File: src/rtl/wb_pkg.sv
// Shared widths, the queued write-back entry and the arbiter state encoding.
package wb_pkg;
  localparam int DW = 32;
  localparam int AW = 5;

  typedef struct packed {
    logic          valid;
    logic [AW-1:0] addr;
    logic [DW-1:0] data;
  } wb_entry_t;

  typedef enum logic [1:0] {IDLE, QUEUED, STARVED} state_t;
endpackage

File: src/rtl/wb_fifo.sv
// Circular queue of MDU results with per-entry kill and source-register compare.
module wb_fifo
  import wb_pkg::*;
#(
  parameter  int DEPTH = 2,
  localparam int CW    = $clog2(DEPTH + 1),
  localparam int PW    = (DEPTH > 1) ? $clog2(DEPTH) : 1
) (
  input  logic          clk,
  input  logic          rst,
  input  logic          push,
  input  wb_entry_t     push_entry,
  input  logic          pop,
  input  logic          kill,
  input  logic [AW-1:0] kill_addr,
  input  logic [AW-1:0] rs_addr,
  input  logic [AW-1:0] rt_addr,
  output wb_entry_t     head,
  output logic [CW-1:0] count,
  output logic          rs_hit,
  output logic          rt_hit
);
  wb_entry_t      mem_reg [DEPTH];
  logic [PW-1:0]  head_reg, tail_reg;
  logic [CW-1:0]  count_reg;
  logic [DEPTH-1:0] rs_match, rt_match;

  function automatic logic [PW-1:0] adv(input logic [PW-1:0] p);
    return (p == PW'(DEPTH - 1)) ? '0 : p + 1'b1;
  endfunction

  // Valid is cleared on pop, so a set valid bit always means an occupied slot.
  always_ff @(posedge clk) begin
    if (rst) begin
      head_reg  <= '0;
      tail_reg  <= '0;
      count_reg <= '0;
      for (int i = 0; i < DEPTH; i++) mem_reg[i].valid <= 1'b0;
    end else begin
      for (int i = 0; i < DEPTH; i++) begin
        if (push && tail_reg == PW'(i))
          mem_reg[i] <= push_entry;
        else if (pop && head_reg == PW'(i))
          mem_reg[i].valid <= 1'b0;
        else if (kill && mem_reg[i].addr == kill_addr)
          mem_reg[i].valid <= 1'b0;
      end
      if (push) tail_reg <= adv(tail_reg);
      if (pop)  head_reg <= adv(head_reg);
      count_reg <= count_reg + CW'(push) - CW'(pop);
    end
  end

  generate
    for (genvar gi = 0; gi < DEPTH; gi++) begin : g_cmp
      assign rs_match[gi] = mem_reg[gi].valid && (mem_reg[gi].addr == rs_addr);
      assign rt_match[gi] = mem_reg[gi].valid && (mem_reg[gi].addr == rt_addr);
    end
  endgenerate

  assign head   = mem_reg[head_reg];
  assign count  = count_reg;
  assign rs_hit = (rs_addr != '0) && (|rs_match);
  assign rt_hit = (rt_addr != '0) && (|rt_match);
endmodule

File: src/rtl/wb_port_arbiter.sv
// Shares the register-file write port between the pipeline WB stage and the MDU,
// queueing MDU results and stalling the pipeline when a queued result starves.
module wb_port_arbiter
  import wb_pkg::*;
#(
  parameter int DEPTH    = 2,
  parameter int MAX_WAIT = 4
) (
  input  logic          clk,
  input  logic          rst,
  input  logic          pipe_we,
  input  logic [AW-1:0] pipe_waddr,
  input  logic [DW-1:0] pipe_wdata,
  input  logic          mdu_valid,
  output logic          mdu_ready,
  input  logic [AW-1:0] mdu_waddr,
  input  logic [DW-1:0] mdu_wdata,
  input  logic [AW-1:0] rs_addr,
  input  logic [AW-1:0] rt_addr,
  output logic          rs_pend,
  output logic          rt_pend,
  output logic          pipe_stall,
  output logic          rf_we,
  output logic [AW-1:0] rf_waddr,
  output logic [DW-1:0] rf_wdata
);
  localparam int CW = $clog2(DEPTH + 1);
  localparam int WW = $clog2(MAX_WAIT + 1);

  logic          pipe_wr, pop, push, bypass, xfer, full, mdu_drop;
  logic [CW-1:0] count, count_next;
  logic [WW-1:0] wait_reg, wait_next;
  wb_entry_t     head, push_entry;
  state_t        state_reg, state_next;
  logic          we_next;
  logic [AW-1:0] waddr_next;
  logic [DW-1:0] wdata_next;
  logic          rf_we_reg;
  logic [AW-1:0] rf_waddr_reg;
  logic [DW-1:0] rf_wdata_reg;

  assign pipe_wr   = pipe_we && (pipe_waddr != '0);
  assign pop       = (count != '0) && !pipe_wr;
  assign full      = (count == CW'(DEPTH));
  assign mdu_ready = !rst && (!full || pop);
  assign xfer      = mdu_valid && mdu_ready;
  assign bypass    = xfer && (count == '0) && !pipe_wr;
  // $0 results and results overwritten by a same-cycle pipeline write are handshaken but never stored.
  assign mdu_drop  = (mdu_waddr == '0) || (pipe_wr && mdu_waddr == pipe_waddr);
  assign push      = xfer && !bypass && !mdu_drop;
  assign push_entry = '{valid: 1'b1, addr: mdu_waddr, data: mdu_wdata};

  wb_fifo #(.DEPTH(DEPTH)) u_fifo (
    .clk        (clk),
    .rst        (rst),
    .push       (push),
    .push_entry (push_entry),
    .pop        (pop),
    .kill       (pipe_wr),
    .kill_addr  (pipe_waddr),
    .rs_addr    (rs_addr),
    .rt_addr    (rt_addr),
    .head       (head),
    .count      (count),
    .rs_hit     (rs_pend),
    .rt_hit     (rt_pend)
  );

  always_comb begin
    we_next    = 1'b0;
    waddr_next = '0;
    wdata_next = '0;
    count_next = count + CW'(push) - CW'(pop);
    if (pipe_wr) begin
      we_next    = 1'b1;
      waddr_next = pipe_waddr;
      wdata_next = pipe_wdata;
    end else if (pop) begin
      if (head.valid) begin
        we_next    = 1'b1;
        waddr_next = head.addr;
        wdata_next = head.data;
      end
    end else if (bypass && mdu_waddr != '0) begin
      we_next    = 1'b1;
      waddr_next = mdu_waddr;
      wdata_next = mdu_wdata;
    end

    if (count == '0 || pop)              wait_next = '0;
    else if (wait_reg == WW'(MAX_WAIT))  wait_next = wait_reg;
    else                                 wait_next = wait_reg + 1'b1;

    if (count_next == '0)                state_next = IDLE;
    else if (wait_next == WW'(MAX_WAIT)) state_next = STARVED;
    else                                 state_next = QUEUED;
  end

  always_ff @(posedge clk) begin
    if (rst) begin
      state_reg    <= IDLE;
      wait_reg     <= '0;
      rf_we_reg    <= 1'b0;
      rf_waddr_reg <= '0;
      rf_wdata_reg <= '0;
    end else begin
      state_reg    <= state_next;
      wait_reg     <= wait_next;
      rf_we_reg    <= we_next;
      rf_waddr_reg <= waddr_next;
      rf_wdata_reg <= wdata_next;
    end
  end

  assign pipe_stall = (state_reg == STARVED);
  assign rf_we      = rf_we_reg;
  assign rf_waddr   = rf_waddr_reg;
  assign rf_wdata   = rf_wdata_reg;
endmodule

File: config.mk
export PLATFORM = sky130hd
export DESIGN_NAME = wb_port_arbiter
export DESIGN_NICKNAME = d
export VERILOG_FILES = /design/src/rtl/wb_pkg.sv /design/src/rtl/wb_fifo.sv /design/src/rtl/wb_port_arbiter.sv
export SDC_FILE = /design/constraint.sdc
export NUM_CORES = 1
export LEC_CHECK = 0
export CORE_UTILIZATION = 54
export CTS_CLUSTER_DIAMETER = 40
export CTS_CLUSTER_SIZE = 8
export DETAILED_ROUTE_END_ITERATION = 12
export PLACE_DENSITY = 0.86
export SYNTH_ARGS = -nofsm -noshare
export SYNTH_HDL_FRONTEND = slang
export SYNTH_SLANG_ARGS = --single-unit
File: constraint.sdc
create_clock -name clk -period 6.3 [get_ports clk]
set_clock_uncertainty 0.05 [all_clocks]
set_input_delay 1.575 -clock clk [delete_from_list [all_inputs] [get_ports clk]]
set_output_delay 1.575 -clock clk [all_outputs]
set_load 0.01 [all_outputs]
Yosys cells after proc, flatten, opt, wreduce, memory -nomap -nowiden
Memory sizes are Yosys's and may differ from the RTL's. A register that Yosys moved wholly into a read port is not among the register bits.
Index checks and enable logic that the tools add are counted.
{"block": "op_classes", "n_mux": 51, "n_eq_ne": 11, "mul": 0, "shift": 0, "n_bitwise": 8, "n_lt_le_gt_ge": 0, "n_reduce_logical": 41, "n_addsub": 5, "div": 0}
{"operator": "32-bit 2-to-1 mux", "count": 4}
{"operator": "1-bit 2-to-1 mux", "count": 40}
{"operator": "5-bit == test", "count": 7}
{"operator": "1-bit logical AND", "count": 22}
{"operator": "5-bit 2-to-1 mux", "count": 4}
{"operator": "5-bit nonzero test", "count": 4}
{"operator": "3-bit == test, second input constant", "count": 2}
{"operator": "3-bit 2-to-1 mux", "count": 2}
{"operator": "1-bit bitwise OR", "count": 6}
{"operator": "2-bit OR reduction", "count": 3}
{"operator": "1-bit logical NOT", "count": 5}
{"operator": "5-bit logical NOT", "count": 1}
{"operator": "2-bit == test, second input constant", "count": 2}
{"operator": "2-bit logical NOT", "count": 2}
{"operator": "3-bit by 1-bit adder with 3-bit output, second input constant", "count": 1}
{"operator": "1-bit logical OR", "count": 3}
{"operator": "1-bit adder, second input constant", "count": 2}
{"operator": "2-bit by 1-bit adder with 2-bit output", "count": 1}
{"operator": "2-bit 2-to-1 mux", "count": 1}
{"operator": "1-bit NOT", "count": 2}
{"operator": "2-bit nonzero test", "count": 1}
{"operator": "2-bit by 1-bit subtractor with 2-bit output", "count": 1}
{"block": "word_totals", "input_bits": 88, "latchBits": 0, "output_inout_bits": 42, "memories": 1, "register_bits": 47, "mem_bits_ro": 0, "wordCells": 125, "mem_bits_rw": 76}
{"memory": "u_fifo.mem_reg", "depth": 2, "width": 38, "rd": 3, "rd_ports_with_merged_regs": 1, "wr": 2, "line_no": "wb_fifo.sv:23", "text": "wb_entry_t mem_reg [DEPTH];"}

Longest topological paths before layout
{"block": "depth", "word_depth": 19, "ltp_mapped": 12, "mapped_depth_nobuf": 11}

Hierarchy
Synthesis repeated with hierarchy kept, for this count alone.
{"block": "hier_totals", "cells_unflattened": 467, "area_unflattened_um2": 5734.2}
{"module": "wb_fifo", "n_inst": 1, "area_each_um2": 3694.8, "cells_per_inst": 241, "seq_area_each_um2": 2372.3}
{"module": "wb_port_arbiter", "n_inst": 1, "area_each_um2": 2039.5, "cells_per_inst": 226, "seq_area_each_um2": 860.8}

Worst setup path after synthesis
Ideal clock, no wire load.
{"block": "synth_path", "kind": "input to register", "startpoint": "input port pipe_waddr[2]", "endpoint": "memory u_fifo.mem_reg[0][0] (netlist name) (enable)", "required_time_ns": 5.819, "n_path_buf": 1, "arrival_ns": 4.353, "slack_ns": 1.466, "cell_stages": 6, "path_cell_list": "or4_4 > o21a_1 > buf_6 > a31oi_2 > nand2_1 > nor2_1"}
{"element": "start: declaration", "line_no": "wb_port_arbiter.sv:12", "text": "input logic [AW-1:0] pipe_waddr,"}
{"element": "end: declaration", "line_no": "wb_fifo.sv:23"}

Final worst setup path
{"block": "layout_path", "startpoint": "input port pipe_waddr[2]", "endpoint": "output port mdu_ready"}
{"block": "layout_between", "elab_chain_cells": 6}
{"element": "5-bit nonzero test", "line_no": "wb_port_arbiter.sv:42", "text": "assign pipe_wr = pipe_we && (pipe_waddr != '0);"}
{"element": "1-bit logical AND", "line_no": "wb_port_arbiter.sv:42"}
{"element": "1-bit logical NOT", "line_no": "wb_port_arbiter.sv:43", "text": "assign pop = (count != '0) && !pipe_wr;"}
{"element": "1-bit logical AND", "line_no": "wb_port_arbiter.sv:43"}
{"element": "1-bit logical OR", "line_no": "wb_port_arbiter.sv:45", "text": "assign mdu_ready = !rst && (!full || pop);"}
{"element": "1-bit logical AND", "line_no": "wb_port_arbiter.sv:45"}
{"element": "end: declaration", "line_no": "wb_port_arbiter.sv:15", "text": "output logic mdu_ready,"}
No other way between the ends.

==> out/metrics.cfg <==
[global_routing]
grt_pass1_vias=4507
grt_max_degree=43
overflow=0
grt_pass1_wl_um=23300
track_usage_pct=27.5
antenna_found_initial=0

[worst_setup_path]
worst_setup_path_end_kind=output port
critPathMaxFanout=5
worstRegToRegCells=9
crit_chain=clkdlybuf4s50_1 -> or4_4 -> o2111a_1 -> nor2_1 -> clkdlybuf4s50_1
critPathLaunchType=input pin
critical_path_class=input pin to output port
cp_num_buf_inv=2
crit_family=buffers and inverters
r2r_end=u_fifo.mem_reg[1][18]$_DFFE_PP_
crit_path_top_delay_cell=or4_4
cp_common_cell=clkdlybuf4s50_1
cp.required_ns=4.68
max_stage_delay_ns=0.64
reg2reg_slack_ns=3.37
arrival_ns=3.67
r2r-start=u_fifo.count[1]$_SDFF_PP0_

[job]
drv_cap=0

[synth]
synth-seq-cells=124
ys.flop_type=edfxtp_1
seq_area_frac_synth_pct=55.7
synth-async-reset-ratio_pct=0
synth.area.top_cells=edfxtp_1 39%, dfxtp_1 17%, mux2_2 7.6%
synthDistinctLibCells=44
netlist_area_mm2=0.00581
synth.net_count=558
synth_area_leader_cell=edfxtp_1
yosysMostFrequentCell=edfxtp_1
syn_avg_cell_area_um2=12.5
synthCells=464
synth-edff-count=75
synth_common_cells=75 x edfxtp_1, 54 x nor2_1, 49 x dfxtp_1
synth_top_area_share_pct=38.8
synth_warnings=0

[timing]
finalSetupTns_ns=0
setup_violations=0
max_freq_mhz=189
rsz0062_at_grt=false
finalMaxSlewViolations=0
worst_pin_slew_ns=0.932
hold_violations=0
min_period_ns=5.29
finalCritPeriodShare_pct=84.0
max_slew_margin_pct=37.9

[pwr]
finalPower_mw=2.63
vdd_drop_max_uv=201
leakage_nw=2.75
power_density_mw_per_mm2=336

[detailed_routing]
drt_iter0_drc=282
antenna_left=0
num_vias=4300
wl_per_cell_um=19.7
viasPerCell=5.80
dr.pass1.iters=5
totalWireLength_um=14600
drc_errors=0

[floorplanning]
ios=130
die_area_mm2=0.0112
start_util_pct=56.0
rows=37
core_mm2=0.0104
dieHeight_um=106
die_w_um=106

[place]
gp_congestion=0.929
io_buffers=129
hpwl_um=8930

[worst_hold_path]
hold_path.class=flip-flop to flip-flop
hold_depth=2
holdPathEnd=u_fifo.count[1]$_SDFF_PP0_
hold_start=u_fifo.count[1]$_SDFF_PP0_

[finish]
n_fill_cell=651
syn_to_final_growth_pct=34.8
diodes=0
drive_gt1_share_pct=21.3
nNetsFinal=686
largest_reg_flops=76

[cts]
clkSinkCount=124
post_cts_resized=0
cts_tree=built
cts_root_buf=clkbuf_8
h-tree-depth=4
cts_max_path_buffers=2
postCtsSetupRepairBufs=0
clk_latency_ns=0.52
clkTransAtPathRegs_ns=0.06
cts_made_buffers=17
hold_buffers=0

[status]
outcome=finished clean

[placed cells by master (no fill, tap or decap), types with 3 or more instances in the layout]
| cell type | Yosys | final |
|---|---|---|
| nor2b_1 | 41 | 41 |
| a221oi_1 | 17 | 17 |
| nor4_1 | 7 | 7 |
| mux2_2 | 39 | 39 |
| or4_1 | 3 | 3 |
| xor2_1 | 25 | 25 |
| ha_1 | 6 | 6 |
| clkinv_4 | 0 | 3 |
| nor3_1 | 20 | 20 |
| nor2_1 | 54 | 52 |
| inv_1 | 8 | 8 |
| nor3_2 | 20 | 20 |
| xnor2_1 | 13 | 13 |
| edfxtp_1 | 75 | 75 |
| inv_6 | 0 | 3 |
| nor2_4 | 1 | 3 |
| nand3_1 | 5 | 5 |
| a21oi_1 | 6 | 6 |
| dfxtp_1 | 49 | 48 |
| buf_4 | 1 | 8 |
| nand2_1 | 3 | 3 |
| a221oi_2 | 20 | 20 |
| clkbuf_16 | 0 | 17 |
| bufinv_16 | 0 | 3 |
| clkdlybuf4s50_1 | 0 | 128 |
[power breakdown]
part / leakage, nW / internal (mW) / switching [mW]
registers: 1.11 / 0.972 / 0.0840
clock network: 0.296 / 0.641 / 0.361
logic: 1.35 / 0.285 / 0.289
total: 2.75 / 1.90 / 0.734
[routing by layer]
layer,vias up,GRT usage (%),share of wire (%)
met2,241,45.8,50
met5,-,0,0
met4,0,11.1,1.7
met1,2060,34.0,39
li1,1977,-,-
met3,22,7.05,8.6
[cell families (layout without fill, tap and decap cells)]
group,Yosys count,after routing,share of synthesized area (%)
flip-flops,124,124,55.7
XOR/XNOR,38,38,5.73
AND/OR/NAND/NOR,162,162,16.3
multiplexers,40,40,7.73
buffers and inverters,38,179,3.36
adder cells (fa/ha/maj),6,6,1.29
AO/OA/AOI/OAI,56,56,9.97
[tightest hold or removal path: cells and delay by family, from the launching register on]
kind / cells / cell delay (ns)
flip-flops: 1 / 0.34
AND/OR/NAND/NOR: 2 / 0.17
[layout make-up]
| class | instances | area (um^2) | area share (%) |
|---|---|---|---|
| Sequential cell | 124 | 3230 | 41.3 |
| Multi-Input combinational cell | 302 | 2410 | 30.8 |
| Timing Repair Buffer | 138 | 1370 | 17.4 |
| Clock buffer | 21 | 460 | 5.88 |
| Tap cell | 136 | 170 | 2.17 |
| Clock inverter | 11 | 154 | 1.97 |
| Inverter | 9 | 33.8 | 0.431 |
[worst max path at each step]
stage	end	startpoint	slack (ns)	cells after the start
2_1_floorplan	u_fifo.mem_reg[0][0]$_DFFE_PP_	pipe_waddr[2]	1.47	6
3_3_place_gp	mdu_ready	pipe_waddr[2]	1.08	5
3_5_place_dp	mdu_ready	pipe_waddr[2]	1.04	5
4_1_cts	mdu_ready	pipe_waddr[2]	1.02	5
5_1_grt	mdu_ready	pipe_waddr[2]	0.95	5
6_report	mdu_ready	pipe_waddr[2]	1.01	5
[per-stage QoR]
stage	setup slack, ns	hold slack (ns)	area, um^2	instances	util [%]
after floorplan	1.47	0.417	5810	464	-
after global placement	1.08	0.481	7220	709	69.6
after detailed placement	1.04	0.494	7220	709	69.6
after CTS	1.02	0.515	7830	741	75.5
after global routing	0.948	0.546	7830	741	75.5
final	1.01	0.512	7830	741	75.5
Power figures use the tool's default switching activity.
